===== src/rtl/hadamard_mul.sv =====
`default_nettype none
// ============================================================================
// Module   : hadamard_mul
// Purpose  : y = H*u with H the NxN Sylvester Walsh-Hadamard matrix, computed
//            as an iterative fast WHT (one butterfly stage per clock).
// Revision : 1.0  initial release
// ============================================================================
module hadamard_mul #(
    parameter int M    = 8,
    parameter int N    = 16,
    parameter int LOGN = 4
) (
    input  logic                    clk,
    input  logic                    rst_n,
    input  logic                    valid,
    input  logic [M*N-1:0]          u,
    output logic                    ready,
    output logic [N*(M+LOGN)-1:0]   y
);

    localparam int c_W  = M + LOGN;
    localparam int c_SW = (LOGN > 1) ? $clog2(LOGN) : 1;

    typedef enum logic [0:0] {
        ST_IDLE = 1'b0,
        ST_RUN  = 1'b1
    } state_t;

    state_t                  r_state;
    logic [c_SW-1:0]         r_stage;
    logic signed [c_W-1:0]   r_work [N];
    logic [N*c_W-1:0]        r_y;
    logic                    r_ready;

    logic signed [c_W-1:0]   w_load  [N];
    logic signed [c_W-1:0]   w_stage [LOGN][N];
    logic signed [c_W-1:0]   w_next  [N];
    logic [N*c_W-1:0]        w_next_flat;

    genvar k, s, a;

    generate
        for (k = 0; k < N; k++) begin : g_load
            assign w_load[k] = {{LOGN{u[k*M+M-1]}}, u[k*M +: M]};
        end
    endgenerate

    // Every stage's butterfly network is built; the stage counter picks one.
    generate
        for (s = 0; s < LOGN; s++) begin : g_stage
            for (a = 0; a < N; a++) begin : g_bfly
                if (((a >> s) & 1) == 0) begin : g_lo
                    assign w_stage[s][a] = r_work[a] + r_work[a + (1 << s)];
                end else begin : g_hi
                    assign w_stage[s][a] = r_work[a - (1 << s)] - r_work[a];
                end
            end
        end
    endgenerate

    always_comb begin
        w_next = w_stage[0];
        for (int i = 0; i < LOGN; i++) begin
            if (int'(r_stage) == i) begin
                w_next = w_stage[i];
            end
        end
    end

    generate
        for (k = 0; k < N; k++) begin : g_flat
            assign w_next_flat[k*c_W +: c_W] = w_next[k];
        end
    endgenerate

    // y is only written at the end of the final stage, so it stays stable during RUN.
    always_ff @(posedge clk or negedge rst_n) begin
        if (!rst_n) begin
            r_state <= ST_IDLE;
            r_stage <= '0;
            r_y     <= '0;
            r_ready <= 1'b0;
            for (int i = 0; i < N; i++) begin
                r_work[i] <= '0;
            end
        end else begin
            r_ready <= 1'b0;
            case (r_state)
                ST_IDLE: begin
                    if (valid) begin
                        r_work  <= w_load;
                        r_stage <= '0;
                        r_state <= ST_RUN;
                    end
                end
                ST_RUN: begin
                    r_work <= w_next;
                    if (int'(r_stage) == LOGN - 1) begin
                        r_y     <= w_next_flat;
                        r_ready <= 1'b1;
                        r_state <= ST_IDLE;
                    end else begin
                        r_stage <= r_stage + 1'b1;
                    end
                end
                default: r_state <= ST_IDLE;
            endcase
        end
    end

    assign ready = r_ready;
    assign y     = r_y;

endmodule
`default_nettype wire


===== config.mk =====
export PLATFORM = sky130hd
export DESIGN_NAME = hadamard_mul
export DESIGN_NICKNAME = d
export VERILOG_FILES = /design/src/rtl/hadamard_mul.sv
export SDC_FILE = /design/constraint.sdc
export NUM_CORES = 2
export LEC_CHECK = 0
export ABC_CLOCK_PERIOD_IN_PS = 5070
export BUFFER_PORTS_ARGS = -buffer_cell sky130_fd_sc_hd__buf_2
export CAP_MARGIN = 10
export CORE_MARGIN = 2
export CORE_UTILIZATION = 40
export CTS_CLUSTER_SIZE = 8
export DETAILED_ROUTE_END_ITERATION = 8
export PLACE_DENSITY = 0.65
export SYNTH_ARGS = -nofsm -noshare
export SYNTH_HDL_FRONTEND = slang
export SYNTH_SLANG_ARGS = --single-unit

===== constraint.sdc =====
create_clock -name clk -period 5.07 [get_ports clk]
set_input_delay 1.014 -clock clk [delete_from_list [all_inputs] [get_ports clk]]
set_output_delay 1.014 -clock clk [all_outputs]
set_load 0.005 [all_outputs]

==> impl_metrics.toml <==
[outcome]
status = "finished clean"

[setup_path]
rrSetupSlack_ns = 0.75
required_ns = 5.63
cp.arrival_ns = 4.89
cp-start-kind = "flip-flop"
crit_top_cell = "xnor2_1"
path_max_fanout = 62
crit_type = "reg2reg"
endpoint = "r_work[59]$_DFFE_PN0P_"
crit_chain = "inv_1 > ha_4 > buf_12 > buf_4 > o21ai_0 > ha_1 > nand3_1 > a211oi_1 > nor2_1 > a21oi_1 > xnor2_1 > mux2i_1 > xnor2_1 > a222oi_1"
critical_path.startpoint = "r_stage[1]$_DFFE_PN0P_"
r2r-end = "r_work[59]$_DFFE_PN0P_"
r2r-start = "r_stage[1]$_DFFE_PN0P_"
cp-end-kind = "flip-flop"
ff2ff_path_depth = 14
cpPeakStageDelay_ns = 0.61
cpMaxStageDelayCell = "a211oi_1"

[drt]
wirelength_um = 196000
dr_total_vias = 43589
drc = 0
drtAntennaViolNets = 0
drt_iter0_drc = 4521
vias_per_cell = 6.13
drtPass1Iterations = 9
wire_per_inst_um = 27.6

[yosys]
async_flop_share_pct = 100
syn_inst = 5488
synth-simple-area-share_pct = 16.3
yosysTopAreaCell = "dfrtp_1"
synth.top_cell.area_share_pct = 22.5
seq_area_frac_synth_pct = 22.5
yosysWarnings = 0
syn_area_mm2 = 0.0432
yosys_most_used_dff = "dfrtp_1"
synth_top_family_by_area = "compound AO/OA/AOI/OAI gates"
synthXorXnorAreaFrac_pct = 9.11
synth.avg_cell_area_um2 = 7.88
synth_area_leaders = "dfrtp_1 22%, ha_1 16%, xnor2_1 6.3%, o21ai_0 5.9%, nand2_1 5.7%"
syn_nets = 6223
synth_cell_type_count = 85
synth_compound_area_share_pct = 25.2
ys_seq_elements = 388
synthAdderAreaFrac_pct = 18.3
synth_mux_area_share_pct = 3.28
synth_edf_count = 0

[clocking]
cts_buffers = 58
ctsResizeCount = 0
clock_sinks = 388
htreeDepth = 2
postCtsSetupRepairBufs = 0
postCtsHoldBufs = 0
cts_tree = "built"
cts_root_buffer = "clkbuf_16"
clk_pin_slew_ns = 0.06
clock_latency_ns = 0.69
cts_buffer_depth = 3

[final_layout]
postLayoutCoreUtil_pct = 44.8
syn2layout_area_growth_pct = 11.1
multi_input_area_mm2 = 0.0313
fin_area_mm2 = 0.0480
drive_gt1_share_pct = 9.44
seqCellArea_mm2 = 0.00971
final_nets = 6415
num-fill-cells = 11040

[die]
die-area_mm2 = 0.111
fp.dieH_um = 333
num_rows = 120
initial_core_util_pct = 40.3
design.portCount = 324
die_w_um = 333
core_area_mm2 = 0.107

[global_route]
first_global_vias = 41610
grt.overflow.total = 0
antenna_found_initial = 9
track_usage_pct = 34.3
grt_max_degree = 120
grt_pass1_wl_um = 280000

[sta]
finalCritPeriodShare_pct = 85.3
fin_skew_ns = 0.0240
final-max-slew-violation-count = 0
setup_viol = 0
fin_tns_setup_ns = 0
slew_headroom_pct = 6.84
rsz0062_at_grt = "false"
final_hold_viol_count = 0
worst_pin_slew_ns = 1.39
max_freq_mhz = 231
period_needed_ns = 4.32

[place]
post_dp_cell_area_mm2 = 0.0464
place.gp.congestion = 1.05
port_buffers = 323
dp_hpwl_um = 154000

[hold_path]
min_path_type = "in2async"

[flow_run]
maxCapViolCount = 0
==> metrics by stage <==
step	hold slack, ns	instances	worst slack (ns)
2_1_floorplan	0.463	5488	0.876
4_1_cts	0.433	7104	0.807
3_5_place_dp	0.459	7023	0.835
5_1_grt	0.458	7104	0.424
6_report	0.414	7106	0.748
3_3_place_gp	0.453	7023	0.908
==> cells in the mapped netlist (all sizes together), types with 11 or more instances <==
library cell,n
nor2,422
a311oi,13
a21o,75
a21oi,463
a21boi,26
o21bai,43
fa,50
o211a,41
o31ai,44
nand2,657
nand3,71
a31oi,42
buf,71
clkbuf,199
and3,34
o41ai,25
nand2b,81
a221oi,28
nor4,11
o31a,14
dfrtp,388
ha,554
or2,12
xor2,141
a211o,20
o22ai,21
o21a,75
xnor2,309
a211oi,110
inv,326
a2111oi,11
o221ai,11
nor3,121
or3,51
o211ai,58
o21ai,530
nor2b,89
mux2i,135
==> cell families (layout without fill, tap and decap cells) <==
| group | after synthesis | in the layout |
|---|---|---|
| xor gates and xnor gates | 450 | 450 |
| AOI/OAI and AO/OA | 1724 | 1724 |
| adders and majority gates | 604 | 604 |
| buffers and inverters | 596 | 809 |
| muxes | 141 | 141 |
| DFF | 388 | 388 |
| and+or+nand+nor | 1585 | 1585 |
| other | 0 | 2 |
==> cell usage in the layout (no fill, tap or decap), drive strengths merged, types with 44 or more instances in the layout <==
cell,netlist,layout
nand2,657,657
ha,554,554
o21ai,530,530
a21oi,463,463
nor2,422,422
buf,71,402
dfrtp,388,388
inv,326,326
xnor2,309,309
xor2,141,141
mux2i,135,135
nor3,121,121
a211oi,110,110
nor2b,89,89
nand2b,81,81
a21o,75,75
o21a,75,75
clkbuf,199,74
nand3,71,71
o211ai,58,58
or3,51,51
fa,50,50
o31ai,44,44
==> critical path: cells and delay by family (launching register included) <==
family          cells  cell delay [ns]
mux                 1             0.11
xor+xnor            2             0.29
simple gates        2             0.24
compound gates      4             1.42
buf+inv             3             0.98
flops               1             0.44
fa+ha+maj           2             0.67
==> routing by layer <==
metal	routed length, um	GRT usage (%)
met1	81800	45.5
met5	28	0
met2	86700	54.3
met3	16200	4.57
met4	11600	17.6
==> state kept, by name, indices dropped and copies added (netlist names) <==
register and count:
y 192, r_work 192, r_state 1, ready 1, r_stage 2
==> worst min path at each step <==
stage | start | endpoint | cells past startpoint
2_1_floorplan | y[191]$_DFFE_PN0P_ | y[191]$_DFFE_PN0P_ | 2
3_3_place_gp | y[94]$_DFFE_PN0P_ | y[94]$_DFFE_PN0P_ | 2
3_5_place_dp | y[0]$_DFFE_PN0P_ | y[0]$_DFFE_PN0P_ | 2
4_1_cts | rst_n | y[180]$_DFFE_PN0P_ | 1
5_1_grt | rst_n | y[180]$_DFFE_PN0P_ | 1
6_report | rst_n | y[159]$_DFFE_PN0P_ | 1
==> cell type report <==
cell class / count / area share [%]
tap: 1403 / 3.65
inverter: 326 / 2.56
multi-input combinational: 4504 / 65.1
timing repair buffer: 402 / 5.00
clock inverter: 7 / 0.172
clock buffer: 74 / 3.31
antenna: 2 / 0.0104
sequential: 388 / 20.2
Power is left out: the tool's default activity adds up to more than one toggle a clock period on the data nets, which glitch-free logic cannot reach.
